File: config.mk
export PLATFORM = sky130hd
export DESIGN_NAME = blk_prefetch_flat
export DESIGN_NICKNAME = d
export VERILOG_FILES = /design/src/rtl/blk_prefetch_if.sv /design/src/rtl/blk_prefetch.sv /design/src/flat_wrapper.sv
export SDC_FILE = /design/constraint.sdc
export NUM_CORES = 1
export LEC_CHECK = 0
export CORE_MARGIN = 5
export CORE_UTILIZATION = 37
export DETAILED_ROUTE_END_ITERATION = 7
export DONT_BUFFER_PORTS = 1
export SYNTH_ARGS = -nofsm -noshare
export SYNTH_HDL_FRONTEND = slang
export SYNTH_SLANG_ARGS = --single-unit
File: constraint.sdc
create_clock -name clk -period 4.6 [get_ports clk]
set_clock_uncertainty 0.05 [all_clocks]
set_input_delay 0 -clock clk [delete_from_list [all_inputs] [get_ports clk]]
set_output_delay 0 -clock clk [all_outputs]
set_load 0.02 [all_outputs]
File: src/rtl/blk_prefetch_if.sv
`default_nettype none
// ============================================================================
// Module      : blk_prefetch_if
// Description : Bus bundle between blk_prefetch and its environment.
// Revision    : 1.0 - initial release
// ============================================================================
interface blk_prefetch_if #(
    parameter int AWIDTH = 10,
    parameter int DEPTH  = 4
);
    localparam int CW = $clog2(DEPTH);

    logic              ocp_req;
    logic              ocp_rsp;
    logic [AWIDTH-1:0] ocp_block_addr;
    logic              ocp_vld;
    logic              mm_full;
    logic              rls_vld;
    logic [AWIDTH-1:0] rls_block_addr;
    logic              blk_vld;
    logic [AWIDTH-1:0] blk_addr;
    logic              blk_rdy;
    logic              wr_rls_vld;
    logic [AWIDTH-1:0] wr_rls_addr;
    logic              flush;
    logic              flush_done;
    logic [CW:0]       buf_cnt;
    logic              ovf_err;

    // Prefetch-buffer side
    modport slave (
        output ocp_req,
        input  ocp_rsp,
        input  ocp_block_addr,
        input  ocp_vld,
        input  mm_full,
        output rls_vld,
        output rls_block_addr,
        output blk_vld,
        output blk_addr,
        input  blk_rdy,
        input  wr_rls_vld,
        input  wr_rls_addr,
        input  flush,
        output flush_done,
        output buf_cnt,
        output ovf_err
    );

    // Environment side (mem_manager, writer, control)
    modport master (
        input  ocp_req,
        output ocp_rsp,
        output ocp_block_addr,
        output ocp_vld,
        output mm_full,
        input  rls_vld,
        input  rls_block_addr,
        input  blk_vld,
        input  blk_addr,
        output blk_rdy,
        output wr_rls_vld,
        output wr_rls_addr,
        output flush,
        input  flush_done,
        input  buf_cnt,
        input  ovf_err
    );
endinterface
`default_nettype wire

File: src/rtl/blk_prefetch.sv
`default_nettype none
// ============================================================================
// Module      : blk_prefetch
// Description : Free-block prefetch FIFO in front of mem_manager, with a
//               merged writer-release / flush-drain release port.
// Revision    : 1.0 - initial release
// ============================================================================
module blk_prefetch #(
    parameter int AWIDTH = 10,
    parameter int DEPTH  = 4
) (
    input  logic          clk,
    input  logic          rst_n,
    blk_prefetch_if.slave bus
);
    localparam int CW = $clog2(DEPTH);
    localparam logic [CW:0]   c_FULL    = (CW+1)'(DEPTH);
    localparam logic [CW-1:0] c_PTR_ONE = CW'(1);

    typedef enum logic [0:0] {
        ST_RUN   = 1'b0,
        ST_FLUSH = 1'b1
    } state_t;

    state_t            state_q, state_d;
    logic [AWIDTH-1:0] mem_q [DEPTH];
    logic [CW-1:0]     rd_ptr_q, rd_ptr_d;
    logic [CW-1:0]     wr_ptr_q, wr_ptr_d;
    logic [CW:0]       cnt_q, cnt_d;
    logic              inflight_q, inflight_d;
    logic              ocp_req_q, ocp_req_d;
    logic              rls_vld_q, rls_vld_d;
    logic [AWIDTH-1:0] rls_addr_q, rls_addr_d;
    logic              flush_done_q, flush_done_d;
    logic              ovf_q, ovf_d;

    logic              w_empty;
    logic              w_full;
    logic              w_push;
    logic              w_pop_run;
    logic              w_pop_drain;
    logic              w_pop;
    logic              w_flush_exit;
    logic [AWIDTH-1:0] w_head;
    logic              w_unused;

    // ocp_vld alone marks a valid allocation; the response strobe is not needed
    assign w_unused = bus.ocp_rsp;

    assign w_empty     = (cnt_q == '0);
    assign w_full      = (cnt_q == c_FULL);
    assign w_head      = mem_q[rd_ptr_q];
    assign w_push      = bus.ocp_vld && !w_full;
    assign w_pop_run   = (state_q == ST_RUN) && !w_empty && bus.blk_rdy;
    assign w_pop_drain = (state_q == ST_FLUSH) && !w_empty && !bus.wr_rls_vld;
    assign w_pop       = w_pop_run || w_pop_drain;
    assign w_flush_exit = (state_q == ST_FLUSH) && w_empty && !inflight_q &&
                          !ocp_req_q && !w_pop;

    always_comb begin
        state_d      = state_q;
        rd_ptr_d     = rd_ptr_q;
        wr_ptr_d     = wr_ptr_q;
        cnt_d        = cnt_q + (CW+1)'(w_push) - (CW+1)'(w_pop);
        inflight_d   = inflight_q;
        ocp_req_d    = ocp_req_q;
        rls_vld_d    = 1'b0;
        rls_addr_d   = '0;
        flush_done_d = w_flush_exit;
        ovf_d        = ovf_q || (bus.ocp_vld && w_full);

        case (state_q)
            ST_RUN:   if (bus.flush) state_d = ST_FLUSH;
            ST_FLUSH: if (w_flush_exit) state_d = ST_RUN;
            default:  state_d = ST_RUN;
        endcase

        if (w_push) wr_ptr_d = wr_ptr_q + c_PTR_ONE;
        if (w_pop)  rd_ptr_d = rd_ptr_q + c_PTR_ONE;

        if (bus.ocp_vld)
            inflight_d = 1'b0;
        else if (ocp_req_q && !bus.mm_full && !inflight_q)
            inflight_d = 1'b1;

        // The request is frozen while mem_manager owns it; re-evaluate at the
        // completing ocp_vld edge so a full FIFO never triggers one more grant.
        if (!inflight_q || bus.ocp_vld)
            ocp_req_d = (state_q == ST_RUN) && !bus.mm_full && (cnt_d < c_FULL);

        if (bus.wr_rls_vld) begin
            rls_vld_d  = 1'b1;
            rls_addr_d = bus.wr_rls_addr;
        end else if (w_pop_drain) begin
            rls_vld_d  = 1'b1;
            rls_addr_d = w_head;
        end
    end

    always_ff @(posedge clk or negedge rst_n) begin
        if (!rst_n) begin
            state_q      <= ST_RUN;
            rd_ptr_q     <= '0;
            wr_ptr_q     <= '0;
            cnt_q        <= '0;
            inflight_q   <= 1'b0;
            ocp_req_q    <= 1'b0;
            rls_vld_q    <= 1'b0;
            rls_addr_q   <= '0;
            flush_done_q <= 1'b0;
            ovf_q        <= 1'b0;
            for (int i = 0; i < DEPTH; i++) mem_q[i] <= '0;
        end else begin
            state_q      <= state_d;
            rd_ptr_q     <= rd_ptr_d;
            wr_ptr_q     <= wr_ptr_d;
            cnt_q        <= cnt_d;
            inflight_q   <= inflight_d;
            ocp_req_q    <= ocp_req_d;
            rls_vld_q    <= rls_vld_d;
            rls_addr_q   <= rls_addr_d;
            flush_done_q <= flush_done_d;
            ovf_q        <= ovf_d;
            if (w_push) mem_q[wr_ptr_q] <= bus.ocp_block_addr;
        end
    end

    assign bus.ocp_req        = ocp_req_q;
    assign bus.rls_vld        = rls_vld_q;
    assign bus.rls_block_addr = rls_addr_q;
    assign bus.blk_vld        = (state_q == ST_RUN) && !w_empty;
    assign bus.blk_addr       = w_head;
    assign bus.flush_done     = flush_done_q;
    assign bus.buf_cnt        = cnt_q;
    assign bus.ovf_err        = ovf_q;
endmodule
`default_nettype wire

File: src/flat_wrapper.sv
// flat-port wrapper written by rule: the top's interface ports become plain ports
module blk_prefetch_flat 
#(
    parameter int AWIDTH = 10,
    parameter int DEPTH  = 4
)
  (clk, rst_n, bus_ocp_req, bus_ocp_rsp, bus_ocp_block_addr, bus_ocp_vld, bus_mm_full, bus_rls_vld, bus_rls_block_addr, bus_blk_vld, bus_blk_addr, bus_blk_rdy, bus_wr_rls_vld, bus_wr_rls_addr, bus_flush, bus_flush_done, bus_buf_cnt, bus_ovf_err);
  blk_prefetch_if #(.AWIDTH(AWIDTH), .DEPTH(DEPTH)) bus_i ();
  input  logic clk;
  input  logic rst_n;
  output wire logic [$bits(bus_i.ocp_req)-1:0] bus_ocp_req;
  input wire logic [$bits(bus_i.ocp_rsp)-1:0] bus_ocp_rsp;
  input wire logic [$bits(bus_i.ocp_block_addr)-1:0] bus_ocp_block_addr;
  input wire logic [$bits(bus_i.ocp_vld)-1:0] bus_ocp_vld;
  input wire logic [$bits(bus_i.mm_full)-1:0] bus_mm_full;
  output wire logic [$bits(bus_i.rls_vld)-1:0] bus_rls_vld;
  output wire logic [$bits(bus_i.rls_block_addr)-1:0] bus_rls_block_addr;
  output wire logic [$bits(bus_i.blk_vld)-1:0] bus_blk_vld;
  output wire logic [$bits(bus_i.blk_addr)-1:0] bus_blk_addr;
  input wire logic [$bits(bus_i.blk_rdy)-1:0] bus_blk_rdy;
  input wire logic [$bits(bus_i.wr_rls_vld)-1:0] bus_wr_rls_vld;
  input wire logic [$bits(bus_i.wr_rls_addr)-1:0] bus_wr_rls_addr;
  input wire logic [$bits(bus_i.flush)-1:0] bus_flush;
  output wire logic [$bits(bus_i.flush_done)-1:0] bus_flush_done;
  output wire logic [$bits(bus_i.buf_cnt)-1:0] bus_buf_cnt;
  output wire logic [$bits(bus_i.ovf_err)-1:0] bus_ovf_err;
  assign bus_ocp_req = bus_i.ocp_req;
  assign bus_i.ocp_rsp = bus_ocp_rsp;
  assign bus_i.ocp_block_addr = bus_ocp_block_addr;
  assign bus_i.ocp_vld = bus_ocp_vld;
  assign bus_i.mm_full = bus_mm_full;
  assign bus_rls_vld = bus_i.rls_vld;
  assign bus_rls_block_addr = bus_i.rls_block_addr;
  assign bus_blk_vld = bus_i.blk_vld;
  assign bus_blk_addr = bus_i.blk_addr;
  assign bus_i.blk_rdy = bus_blk_rdy;
  assign bus_i.wr_rls_vld = bus_wr_rls_vld;
  assign bus_i.wr_rls_addr = bus_wr_rls_addr;
  assign bus_i.flush = bus_flush;
  assign bus_flush_done = bus_i.flush_done;
  assign bus_buf_cnt = bus_i.buf_cnt;
  assign bus_ovf_err = bus_i.ovf_err;
  blk_prefetch #(.AWIDTH(AWIDTH), .DEPTH(DEPTH)) u_core (.clk(clk), .rst_n(rst_n), .bus(bus_i));
endmodule
# Word-level counts from Yosys, hierarchy flattened
# Cells that the tools add are included.
dict set report classes {
  add_sub_neg 4
  magnitude_cmp 4
  n_eq_ne 1
  muxes 15
  n_bitwise 3
  n_reduce_logical 27
}
# cell count
set ops {}
lappend ops {{10-bit 2-to-1 mux} 5}
lappend ops {{40-bit bitwise mux} 1}
lappend ops {{10-bit binary-select mux with 2-bit select} 1}
lappend ops {{10-bit demux with 2-bit select} 1}
lappend ops {{1-bit logical AND} 15}
lappend ops {{1-bit zero test} 7}
lappend ops {{3-bit greater-or-equal comparator, second input constant} 2}
lappend ops {{1-bit 2-to-1 mux} 6}
lappend ops {{2-bit NOT with 3-bit output} 2}
lappend ops {{2-bit by 1-bit adder with 2-bit output, second input constant} 2}
lappend ops {{3-bit by 1-bit adder with 3-bit output} 1}
lappend ops {{3-bit equality test, second input constant} 1}
lappend ops {{3-bit zero test} 1}
lappend ops {{1-bit logical OR} 3}
lappend ops {{3-bit by 1-bit < comparator with 1-bit output, second input constant} 1}
lappend ops {{3-bit < comparator, second input constant} 1}
lappend ops {{3-bit by 1-bit subtractor with 3-bit output} 1}
lappend ops {{1-bit one-hot mux with 2 select lines} 1}
lappend ops {{2-bit nonzero test} 1}
lappend ops {{1-bit NOT} 1}
dict set report word_totals {
  register_bits 63
  input_bits 28
  word_cells 68
}

# Logic depth before layout (Yosys ltp)
dict set report depth {
  ltp_word 9
  mapped_depth 10
  ltp_nobuf 10
}

# Worst setup path after synthesis
# No wires, ideal clock.
dict set report synth_timing {
  path_kind {register to register}
  startpoint {register u_core.cnt_q[2], in the netlist u_core.bus.buf_cnt[2]}
  endpoint {register u_core.ocp_req_q, in the netlist u_core.bus.ocp_req}
  setup_ns 0.110
  arrival_ns 2.498
  setup_slack_ns 1.941
  path_stages_with_launch 11
  path_buffers 0
  cell_sequence {dfrtp_1 nor3_1 a211oi_1 ha_1 inv_1 ha_1 inv_1 fa_1 xnor2_1 xnor2_1 o41ai_1}
}
dict set report synth_via {
  elab_chain_len 8
  elab_cells_between_ends 14
  cone_classes {add/sub: 2; order compare: 1; eq/ne: 1; reduce/logical: 10}
}
# item line_no
set synth_rtl {}
lappend synth_rtl {{start: declaration} blk_prefetch.sv:29} ;# logic [CW:0] cnt_q, cnt_d;
lappend synth_rtl {{start signal: assignment} blk_prefetch.sv:117} ;# cnt_q <= cnt_d;
lappend synth_rtl {{branches (longest 5 deep; another with 3-bit by 1-bit adder with 3-bit output)} --}
lappend synth_rtl {{3-bit by 1-bit subtractor with 3-bit output (*)} blk_prefetch.sv:64} ;# cnt_d = cnt_q + (CW+1)'(w_push) - (CW+1)'(w_pop);
lappend synth_rtl {{named net u_core.cnt_d[2]} blk_prefetch.sv:29}
lappend synth_rtl {{3-bit < comparator (*)} blk_prefetch.sv:89} ;# ocp_req_d = (state_q == ST_RUN) && !bus.mm_full && (cnt_d < c_FULL);
lappend synth_rtl {{1-bit logical AND (*)} blk_prefetch.sv:89}
lappend synth_rtl {{end signal: assignment} blk_prefetch.sv:119} ;# ocp_req_q <= ocp_req_d;
lappend synth_rtl {{end: declaration} blk_prefetch.sv:31} ;# logic ocp_req_q, ocp_req_d;
# Mark *: on every way through the listed nets, which the timed path passes.
# A chain may end at the register's enable or synchronous reset.

# Final worst setup path
# Ends and elaborated chain as after synthesis.

==> out/results.ini <==
[clock_network]
clock-sinks = 63
holdBufCountCts = 28
ctsResizeCount = 0
clock_latency_ns = 0.34
cts-buffers-inserted = 9
cts.clk_slew.worst_paths_ns = 0.07
cts_tree = yes
htreeDepth = 3
clockBufferDepth = 2
cts_setup_buffers = 0
ctsRootBufferMaster = clkbuf_8

[routing]
wire_per_inst_um = 18.9
vias = 1616
wl_met2_um = 3050
wl_um = 5880
wirelength_met1_um = 2320
drt_iter0_drc = 43
drc = 0
met3_length_um = 419
viasPerCell = 5.18
highest_layer = met4
antenna_left = 0
drt_pass1_iterations = 4

[run_status]
outcome = complete, no violations

[critical_path]
worstSetupPathType = reg2reg
start_kind = flop
crit_arrival_ns = 3.18
r2r_cells = 10
critPathRequiredTime_ns = 4.78
crit_cells = 10
crit_chain = nor3_1, a211oi_1, ha_1, inv_1, ha_1, inv_1, fa_1, xnor2_1, xnor2_1, o41ai_1
cp_top_family = adder cells
worst_setup_path_end_kind = flop
setup.worst_path.start = u_core.bus.buf_cnt[2]
slowest_delay_ns = 0.58
cp.buffers_inverters = 2
slowest_stage = nor3_1
rr_startpoint = u_core.bus.buf_cnt[2]
reg2reg_to = u_core.bus.ocp_req
crit_path_max_fanout = 6
reg2reg_slack_ns = 1.61
crit_path_end = u_core.bus.ocp_req

[pwr]
p_per_area_mw_per_mm2 = 743
internal_power_uw = 1530
sequentialPowerShare_pct = 44.5
pwr-share-clk_pct = 19.2
p_leak_uw = 0.00146
switching_power_uw = 961
p_comb_share_pct = 36.3
power.share.switching_pct = 38.5
ir_drop_uv = 181

[global_route]
grt_remaining_overflow = 0
grt_pass1_vias = 1799
grtUsageTotal_pct = 13.5
antenna_found_initial = 0
grt_start_max_net_pins = 64
grt_pass1_wl_um = 9140

[floorplanning]
dieArea_mm2 = 0.00931
die_y_um = 96.5
rows = 31
coreArea_mm2 = 0.00725
ios = 56
die_x_um = 96.5
initial_core_util_pct = 38.2

[cells_and_area]
antenna_cells = 0
drive_gt1_share_pct = 31.0
fin_nets = 243
fin_cells = 312
syn_to_final_growth_pct = 21.2
nFillCells = 647

[timing]
setup_tns_ns = 0
finalMaxSlewViolations = 0
hold_violations = 0
rsz0062_at_grt = false
period_share_pct = 65.1
finalSetupViolCount = 0
period_needed_ns = 2.99
worstMarginPinSlew_ns = 0.892
maxSlewHeadroom_pct = 40.2
fmax_ghz = 0.334

[synth]
synth_top_cell_by_area = dfrtp_1
synth_cells = 174
synth_seq_cells = 63
synth_ff_type = dfrtp_1
synth.distinct_cells = 27
syn_avg_cell_area_um2 = 15.9
synth_edf_count = 0
syn_area_mm2 = 0.00277
syn-num-nets = 209
yosys_warnings = 0
synthArstFlopShare_pct = 100
synth.top_cell.area_share_pct = 56.9
synthTopCellsByArea = dfrtp_1, mux2_2, mux4_1, a22o_1, ha_1
synth.yosys.seq_area_share_pct = 56.9

[placement]
dpl.cell_count = 268
gp_congestion = 0.677
io_buffers = 0
dp_hpwl_um = 3860

[worst_hold_path]
hold_class = in2async

[flow_run]
max_cap_violations = 0

==> registers in the layout, indices dropped and copies added, names as in the netlist, 2 cells and up <==
register                   cells
u_core.wr_ptr_q                2
u_core.bus.rls_block_addr     10
u_core.rd_ptr_q                2
u_core.mem_q                  40
u_core.bus.buf_cnt             3
==> through the flow <==
step	cell area [um2]	hold slack, ns	power (uW)	util (%)	setup WS [ns]
after floorplan	2770	-0.346	1810	-	1.94
after global placement	2860	-0.342	1930	39.5	1.70
after detailed placement	2860	-0.342	1990	39.5	1.62
after CTS	3360	0.162	2520	46.3	1.57
after global routing	3360	0.170	2640	46.3	1.37
final	3360	0.127	2490	46.3	1.61
==> logic make-up (layout without fill, tap and decap cells) <==
logic type	Yosys count	after routing	share of synthesized area (%)
and+or+nand+nor	16	16	4.88
DFF	63	63	56.9
muxes	51	51	25.8
buffers and inverters	16	55	2.62
xor gates and xnor gates	5	5	1.58
AOI/OAI and AO/OA	16	16	4.79
adders and majority gates	7	7	3.43
==> area by class of cell <==
cell class                 count  area [um2]  share of cell area [%]
clock inverter                 7        72.6                    2.16
inverter                      11        41.3                    1.23
clock buffer                   9         124                    3.69
timing repair buffer          28         298                    8.87
tap                           99         124                    3.69
multi-input combinational     95        1120                    33.4
sequential                    63        1580                    47.0
==> worst min path at each step <==
stage | startpoint | cells after the start | end | slack [ns]
2_1_floorplan | rst_n | 0 | u_core.bus.buf_cnt[0] | -0.35
3_3_place_gp | rst_n | 0 | u_core.bus.rls_block_addr[4] | -0.34
3_5_place_dp | rst_n | 0 | u_core.bus.ovf_err | -0.34
4_1_cts | rst_n | 2 | u_core.mem_q[15] | 0.16
5_1_grt | rst_n | 2 | u_core.mem_q[39] | 0.17
6_report | rst_n | 2 | u_core.mem_q[29] | 0.13
==> routing by layer <==
layer / GRT usage (%) / vias up
met2: 23.1 / 45
met5: 0 / -
li1: - / 706
met1: 15.1 / 857
met4: 6.19 / 0
met3: 4.65 / 8
==> power groups by stage <==
stage          combinational (uW)  sequential [uW]  clock [uW]
2_1_floorplan                 787             1020           0
3_3_place_gp                  838             1090           0
3_5_place_dp                  875             1120           0
4_1_cts                       921             1110         489
5_1_grt                       985             1140         511
6_report                      906             1110         479
==> cells in the final DEF, fill, tap and decap left out, types with 2 or more instances in the layout <==
cell	count
mux4_1	7
nor2_1	5
nand2_1	2
clkinvlp_4	2
clkinv_2	2
mux2_2	41
dlygate4sd3_1	27
nand3_4	4
o21bai_1	2
dfrtp_1	63
inv_1	11
ha_1	6
clkbuf_8	9
mux4_2	3
a22o_1	10
xnor2_1	4
==> cells in the mapped netlist, types with 3 or more instances <==
master and count:
xnor2_1 4, nand3_4 4, inv_1 11, mux4_2 3, a22o_1 10, mux2_2 41, dfrtp_1 63, mux4_1 7
ha_1 6, nor2_1 5
Power figures use the tool's default switching activity.
